--- src/rtl/hazard_ctrl_if.sv ---
// Hazard unit bundle: ID/EX/MEM/WB register tags in, pipeline controls out.
// The master side drives pipeline state; the slave side is hazard_ctrl.
interface hazard_ctrl_if;
    logic [4:0]  Rs_ID;
    logic [4:0]  Rt_ID;
    logic        UsesRs_ID;
    logic        UsesRt_ID;
    logic [4:0]  Rd_EX;
    logic        RegWr_EX;
    logic        MemRd_EX;
    logic [4:0]  Rd_MEM;
    logic        RegWr_MEM;
    logic [4:0]  Rd_WB;
    logic        RegWr_WB;
    logic        taken_ID;
    logic        halt_req;
    logic        stall;
    logic        disable_IR;
    logic        kill;
    logic        disable_PC;
    logic [1:0]  FwdA;
    logic [1:0]  FwdB;
    logic        halt_ack;
    logic [15:0] stall_cnt;
    logic [15:0] kill_cnt;

    modport master (
        output Rs_ID, Rt_ID, UsesRs_ID, UsesRt_ID,
        output Rd_EX, RegWr_EX, MemRd_EX,
        output Rd_MEM, RegWr_MEM, Rd_WB, RegWr_WB,
        output taken_ID, halt_req,
        input  stall, disable_IR, kill, disable_PC,
        input  FwdA, FwdB, halt_ack, stall_cnt, kill_cnt
    );

    modport slave (
        input  Rs_ID, Rt_ID, UsesRs_ID, UsesRt_ID,
        input  Rd_EX, RegWr_EX, MemRd_EX,
        input  Rd_MEM, RegWr_MEM, Rd_WB, RegWr_WB,
        input  taken_ID, halt_req,
        output stall, disable_IR, kill, disable_PC,
        output FwdA, FwdB, halt_ack, stall_cnt, kill_cnt
    );
endinterface

--- src/rtl/hazard_ctrl.sv ---
// Pipeline hazard control: forwarding, load-use stall, branch kill, halt drain.
// Define HAZ_PERF_EN to build the saturating stall/kill performance counters.
module hazard_ctrl (
    input  logic          clk,
    input  logic          reset,
    hazard_ctrl_if.slave  hif
);

    typedef enum logic [1:0] {
        RUN    = 2'd0,
        DRAIN  = 2'd1,
        HALTED = 2'd2
    } state_e;

    state_e     state_q, state_d;
    logic [1:0] cnt_q, cnt_d;
    logic       halt_ack_q, halt_ack_d;
    logic       load_use;
    logic       stall, disable_IR, kill, disable_PC;
    logic [1:0] fwd_a, fwd_b;

    // Nearest producing stage wins; r0 is never forwarded.
    function automatic logic [1:0] fwd_sel(input logic [4:0] rs);
        logic [1:0] sel;
        sel = 2'b00;
        if (rs != 5'd0) begin
            if (hif.RegWr_EX && hif.Rd_EX == rs)
                sel = 2'b01;
            else if (hif.RegWr_MEM && hif.Rd_MEM == rs)
                sel = 2'b10;
            else if (hif.RegWr_WB && hif.Rd_WB == rs)
                sel = 2'b11;
        end
        return sel;
    endfunction

    assign load_use = hif.MemRd_EX && hif.RegWr_EX
                   && (hif.Rd_EX != 5'd0)
                   && ((hif.UsesRs_ID && hif.Rd_EX == hif.Rs_ID)
                    || (hif.UsesRt_ID && hif.Rd_EX == hif.Rt_ID));

    always_ff @(posedge clk or posedge reset) begin
        if (reset) begin
            state_q    <= RUN;
            cnt_q      <= 2'd0;
            halt_ack_q <= 1'b0;
        end else begin
            state_q    <= state_d;
            cnt_q      <= cnt_d;
            halt_ack_q <= halt_ack_d;
        end
    end

    always_comb begin
        state_d = state_q;
        cnt_d   = cnt_q;
        case (state_q)
            RUN: begin
                if (hif.halt_req && !load_use && !hif.taken_ID) begin
                    state_d = DRAIN;
                    cnt_d   = 2'd3;
                end
            end
            DRAIN: begin
                if (!hif.halt_req) begin
                    state_d = RUN;
                    cnt_d   = 2'd0;
                end else if (load_use) begin
                    cnt_d = cnt_q;
                end else if (cnt_q == 2'd0) begin
                    state_d = HALTED;
                end else begin
                    cnt_d = cnt_q - 2'd1;
                end
            end
            HALTED: begin
                if (!hif.halt_req)
                    state_d = RUN;
            end
            default: begin
                state_d = RUN;
                cnt_d   = 2'd0;
            end
        endcase
        halt_ack_d = (state_d == HALTED);
    end

    always_comb begin
        stall      = 1'b0;
        disable_IR = 1'b0;
        kill       = 1'b0;
        disable_PC = 1'b0;
        fwd_a      = 2'b00;
        fwd_b      = 2'b00;
        // Reset fills the IF/ID and ID/EX buffers with NOPs.
        if (reset) begin
            stall      = 1'b1;
            kill       = 1'b1;
            disable_PC = 1'b1;
        end else begin
            fwd_a = fwd_sel(hif.Rs_ID);
            fwd_b = fwd_sel(hif.Rt_ID);
            case (state_q)
                RUN: begin
                    if (load_use) begin
                        stall      = 1'b1;
                        disable_IR = 1'b1;
                        disable_PC = 1'b1;
                    end else if (hif.taken_ID) begin
                        kill = 1'b1;
                    end
                end
                DRAIN: begin
                    if (load_use) begin
                        stall      = 1'b1;
                        disable_IR = 1'b1;
                        disable_PC = 1'b1;
                    end else begin
                        kill       = 1'b1;
                        disable_PC = !hif.taken_ID;
                    end
                end
                HALTED: begin
                    stall      = 1'b1;
                    kill       = 1'b1;
                    disable_PC = 1'b1;
                end
                default: begin
                    stall      = 1'b1;
                    kill       = 1'b1;
                    disable_PC = 1'b1;
                end
            endcase
        end
    end

    assign hif.stall      = stall;
    assign hif.disable_IR = disable_IR;
    assign hif.kill       = kill;
    assign hif.disable_PC = disable_PC;
    assign hif.FwdA       = fwd_a;
    assign hif.FwdB       = fwd_b;
    assign hif.halt_ack   = halt_ack_q;

`ifdef HAZ_PERF_EN
    logic [15:0] stall_cnt_q, stall_cnt_d;
    logic [15:0] kill_cnt_q, kill_cnt_d;
    logic        lu_stall_ev, br_kill_ev;

    assign lu_stall_ev = load_use && (state_q != HALTED);
    assign br_kill_ev  = (state_q == RUN) && hif.taken_ID && !load_use;

    always_comb begin
        stall_cnt_d = stall_cnt_q;
        kill_cnt_d  = kill_cnt_q;
        if (lu_stall_ev && stall_cnt_q != 16'hFFFF)
            stall_cnt_d = stall_cnt_q + 16'd1;
        if (br_kill_ev && kill_cnt_q != 16'hFFFF)
            kill_cnt_d = kill_cnt_q + 16'd1;
    end

    always_ff @(posedge clk or posedge reset) begin
        if (reset) begin
            stall_cnt_q <= 16'd0;
            kill_cnt_q  <= 16'd0;
        end else begin
            stall_cnt_q <= stall_cnt_d;
            kill_cnt_q  <= kill_cnt_d;
        end
    end

    assign hif.stall_cnt = stall_cnt_q;
    assign hif.kill_cnt  = kill_cnt_q;
`else
    assign hif.stall_cnt = 16'd0;
    assign hif.kill_cnt  = 16'd0;
`endif

endmodule
--- src/flat_wrapper.sv ---
// flat-port wrapper written by rule: the top's interface ports become plain ports
module hazard_ctrl_flat 
  (clk, reset, hif_Rs_ID, hif_Rt_ID, hif_UsesRs_ID, hif_UsesRt_ID, hif_Rd_EX, hif_RegWr_EX, hif_MemRd_EX, hif_Rd_MEM, hif_RegWr_MEM, hif_Rd_WB, hif_RegWr_WB, hif_taken_ID, hif_halt_req, hif_stall, hif_disable_IR, hif_kill, hif_disable_PC, hif_FwdA, hif_FwdB, hif_halt_ack, hif_stall_cnt, hif_kill_cnt);
  hazard_ctrl_if hif_i ();
  input  logic clk;
  input  logic reset;
  input wire logic [$bits(hif_i.Rs_ID)-1:0] hif_Rs_ID;
  input wire logic [$bits(hif_i.Rt_ID)-1:0] hif_Rt_ID;
  input wire logic [$bits(hif_i.UsesRs_ID)-1:0] hif_UsesRs_ID;
  input wire logic [$bits(hif_i.UsesRt_ID)-1:0] hif_UsesRt_ID;
  input wire logic [$bits(hif_i.Rd_EX)-1:0] hif_Rd_EX;
  input wire logic [$bits(hif_i.RegWr_EX)-1:0] hif_RegWr_EX;
  input wire logic [$bits(hif_i.MemRd_EX)-1:0] hif_MemRd_EX;
  input wire logic [$bits(hif_i.Rd_MEM)-1:0] hif_Rd_MEM;
  input wire logic [$bits(hif_i.RegWr_MEM)-1:0] hif_RegWr_MEM;
  input wire logic [$bits(hif_i.Rd_WB)-1:0] hif_Rd_WB;
  input wire logic [$bits(hif_i.RegWr_WB)-1:0] hif_RegWr_WB;
  input wire logic [$bits(hif_i.taken_ID)-1:0] hif_taken_ID;
  input wire logic [$bits(hif_i.halt_req)-1:0] hif_halt_req;
  output wire logic [$bits(hif_i.stall)-1:0] hif_stall;
  output wire logic [$bits(hif_i.disable_IR)-1:0] hif_disable_IR;
  output wire logic [$bits(hif_i.kill)-1:0] hif_kill;
  output wire logic [$bits(hif_i.disable_PC)-1:0] hif_disable_PC;
  output wire logic [$bits(hif_i.FwdA)-1:0] hif_FwdA;
  output wire logic [$bits(hif_i.FwdB)-1:0] hif_FwdB;
  output wire logic [$bits(hif_i.halt_ack)-1:0] hif_halt_ack;
  output wire logic [$bits(hif_i.stall_cnt)-1:0] hif_stall_cnt;
  output wire logic [$bits(hif_i.kill_cnt)-1:0] hif_kill_cnt;
  assign hif_i.Rs_ID = hif_Rs_ID;
  assign hif_i.Rt_ID = hif_Rt_ID;
  assign hif_i.UsesRs_ID = hif_UsesRs_ID;
  assign hif_i.UsesRt_ID = hif_UsesRt_ID;
  assign hif_i.Rd_EX = hif_Rd_EX;
  assign hif_i.RegWr_EX = hif_RegWr_EX;
  assign hif_i.MemRd_EX = hif_MemRd_EX;
  assign hif_i.Rd_MEM = hif_Rd_MEM;
  assign hif_i.RegWr_MEM = hif_RegWr_MEM;
  assign hif_i.Rd_WB = hif_Rd_WB;
  assign hif_i.RegWr_WB = hif_RegWr_WB;
  assign hif_i.taken_ID = hif_taken_ID;
  assign hif_i.halt_req = hif_halt_req;
  assign hif_stall = hif_i.stall;
  assign hif_disable_IR = hif_i.disable_IR;
  assign hif_kill = hif_i.kill;
  assign hif_disable_PC = hif_i.disable_PC;
  assign hif_FwdA = hif_i.FwdA;
  assign hif_FwdB = hif_i.FwdB;
  assign hif_halt_ack = hif_i.halt_ack;
  assign hif_stall_cnt = hif_i.stall_cnt;
  assign hif_kill_cnt = hif_i.kill_cnt;
  hazard_ctrl u_core (.clk(clk), .reset(reset), .hif(hif_i));
endmodule
--- config.mk ---
export PLATFORM = sky130hd
export DESIGN_NAME = hazard_ctrl_flat
export DESIGN_NICKNAME = d
export VERILOG_FILES = /design/src/rtl/hazard_ctrl_if.sv /design/src/rtl/hazard_ctrl.sv /design/src/flat_wrapper.sv
export SDC_FILE = /design/constraint.sdc
export NUM_CORES = 1
export LEC_CHECK = 0
export CAP_MARGIN = 20
export CORE_AREA = 5 5 61 63
export DETAILED_ROUTE_END_ITERATION = 10
export DIE_AREA = 0 0 66 68
export PLACE_DENSITY = 0.8
export SLEW_MARGIN = 20
export SYNTH_ARGS = -nofsm -noshare
export SYNTH_HDL_FRONTEND = slang
export SYNTH_SLANG_ARGS = --single-unit
--- constraint.sdc ---
create_clock -name clk -period 3.95 [get_ports clk]
set_clock_uncertainty 0.2 [all_clocks]
set_input_delay 0.5925 -clock clk [delete_from_list [all_inputs] [get_ports clk]]
set_output_delay 0.5925 -clock clk [all_outputs]
set_load 0.03 [all_outputs]
==> results.txt <==
I/O pin count = 76
Site Rows = 21
Half-perimeter wire length after placement = 2472 microns
Pwr/cell area = 290.4 nW/um^2
Gp weighted congestion = 0.8346
Placed cells = 224
Clk buf depth = 2
Minimum clock period = 3.601 ns
Netlist cell types = 32
CP required = 3.16 ns
Commonest non-fill, non-tap cells in the layout = clkdlybuf4s50_1 (43), conb_1 (32), xor2_1 (16), xnor2_1 (14), nand2_1 (9)
Final period utilization = 91.17%
Die H = 68 microns
Worst path depth = 7
DR vias/cell = 4.377
Die area = 4488 sq um
CP startpoint = hif_Rs_ID[3]
CP Buf/Inv Count = 2
Max-Cap Viols = 0
Total power = 0.4189 mW
Reg2reg end = u_core.state_q[0]
Antenna diodes = 0
Core ar. = 3179 sq um
Vias = 998
Max-slew violations = 0
Die Wd = 66 microns
Gr usage total = 12.05%
R2r setup slk = 2.39 ns
Final hold vios = 0
Worst setup SP type = input port
Avg Inst Size Synth = 7.737 sq um
RSZ-0062 raised after global routing = false
Largest net degree at the start of global routing = 9
DR iter-0 viols = 26
Worst Setup End Kind = output pin
Top cell by count, worst path = clkdlybuf4s50_1
Detail Route Antenna Nets = 0
DR DRC count = 0
Status = finished, final reports clean
Met2 GRT Util = 22.90%
Routed WL = 2737 microns
CTS tree = built
DRT Pass-1 Iters = 4
Fmax = 0.2777 GHz
Commonest non-fill, non-tap cell in the layout = clkdlybuf4s50_1
HP Class = reg -> reg
CTS Hold Bufs = 0
Grt peak-use layer = met2
Total gr overflow = 0
# resized after CTS = 0
Setup TNS = 0 ns
Vias in the first global route = 927
Worst R2R Start = u_core.state_q[1]
Syn Inst Count = 136
Grt met1 use = 14.48%
Postcts setup bufs = 0
CP max stage cell = clkdlybuf4s50_1
Total CTS buffers = 3
Share of layout cells above drive strength 1 = 6.044%
Sequential area share after synthesis = 11.89%
M3 GR Usage = 2.135%
CP Class = in -> out
Placed Area = 1416 sq um
Worst-Skew Late Latency = 0.23 ns
Cell-by-cell trace of the critical path = clkdlybuf4s50_1 -> xor2_1 -> nor4_1 -> and3_1 -> a31oi_1 -> a211oi_1 -> clkdlybuf4s50_1
Leakage = 0.5857 nW
Hold_ws = 0.3366 ns
FF-to-FF path depth = 4
Ys Warns = 0
Post-synth design cell area = 1052 sq um
PortBufs = 43
Htree depth = 1
Yosys reg bits = 5
End of the critical path = hif_FwdA[1]
Area growth syn-to-layout = 37.10%
Reg clk slew, reported paths = 0.04 ns
Top delay family on crit path = buffers and inverters
First-pass GRT wire length = 4264 microns
Initial antenna violation count = 0
VDD IR max = 0.1701 mV
CP peak stage delay = 0.71 ns
CP max FO = 4
Final Instance Area = 1443 sq um
Clock root buffer = clkbuf_4
Data arrival time of the critical path = 2.81 ns
WL/cell = 12.00 microns
Setup Viol. Count Final = 0
Post-Layout Cell Count = 228
Fin nets = 219
Clock Sinks = 5
Initial Util = 33.10%
flip-flops by register name, indices dropped and copies added (netlist names):
signal,flops
u_core.cnt_q,2
u_core.hif.halt_ack,1
u_core.state_q,2
layout make-up:
type                    instances  area, sq um
inverters                       3        11.26
fillers                       309         1737
well taps                      46        57.56
flip-flops and latches          5        125.1
repair buffers                 43        430.4
clock buffers                   4        26.28
multi-input cells             127        792.0
per-layer routing:
metal	part of all wire [%]	vias to the layer above
li1	-	498
met1	41	461
met2	52	39
met3	7.2	0
met4	0	0
met5	0	-
logic make-up after synthesis:
| family | Yosys count | synth area share, % |
|---|---|---|
| muxes | 1 | 1.070 |
| adders and majority gates | 1 | 1.189 |
| buffers and inverters | 35 | 23.90 |
| other | 1 | 0.3564 |
| DFF | 5 | 11.89 |
| and+or+nand+nor | 44 | 22.24 |
| AOI/OAI and AO/OA | 19 | 14.39 |
| xor gates and xnor gates | 30 | 24.97 |
synth_stat cells:
| master | n | area share [%] |
|---|---|---|
| buf_4 | 32 | 23 |
| xor2_1 | 16 | 13 |
| xnor2_1 | 14 | 12 |
| nand2_1 | 9 | 3.2 |
| nand3_1 | 8 | 3.8 |
| nor2_1 | 7 | 2.5 |
| dfrtp_1 | 5 | 12 |
| o21ai_0 | 5 | 2.4 |
| nor4_1 | 4 | 2.4 |
| a31oi_1 | 3 | 1.8 |
| inv_1 | 3 | 1.1 |
| nand2b_1 | 3 | 1.8 |
| nor2b_1 | 3 | 1.8 |
| o21ai_2 | 3 | 2.5 |
| and3_1 | 2 | 1.2 |
| o22ai_2 | 2 | 2.4 |
| or4_1 | 2 | 1.4 |
| a211oi_1 | 1 | 0.71 |
| a21oi_1 | 1 | 0.48 |
| a22oi_1 | 1 | 0.71 |
| and2_4 | 1 | 0.83 |
| conb_1 | 1 | 0.36 |
| ha_1 | 1 | 1.2 |
| mux2_2 | 1 | 1.1 |
| nand3b_1 | 1 | 0.71 |
| nand4b_1 | 1 | 0.83 |
| nor3_1 | 1 | 0.48 |
| nor3b_1 | 1 | 0.71 |
| o221ai_1 | 1 | 0.83 |
| o22ai_1 | 1 | 0.59 |
| o311a_4 | 1 | 2.0 |
| or3_1 | 1 | 0.59 |
power by group:
group | switching (mW) | internal [mW]
registers | 0.0185 | 0.0718
clock network | 0.0190 | 0.0381
logic | 0.156 | 0.116
worst min-delay path by stage:
stage                     depth (start not counted)  slack (ns)         endpoint             from
after global placement                            2        0.32  u_core.cnt_q[0]  u_core.cnt_q[0]
final                                             2        0.34  u_core.cnt_q[0]  u_core.cnt_q[0]
after CTS                                         2        0.34  u_core.cnt_q[0]  u_core.cnt_q[0]
after global routing                              2        0.38  u_core.cnt_q[0]  u_core.cnt_q[0]
after detailed placement                          2        0.32  u_core.cnt_q[0]  u_core.cnt_q[0]
after floorplan                                   1        0.18  u_core.cnt_q[0]            reset
tightest hold or removal path, cell delays in order (launching register included):
cell and delay [ns]:
dfrtp_1 0.34, inv_1 0.07, o22ai_2 0.08
metrics by stage:
stage          setup slack [ns]  utilization [%]
2_1_floorplan             1.178                -
3_3_place_gp             0.3582            44.55
3_5_place_dp             0.3510            44.55
4_1_cts                  0.3485            45.38
5_1_grt                  0.1894            45.38
6_report                 0.3487            45.38
(Power assumes the default switching activity.)
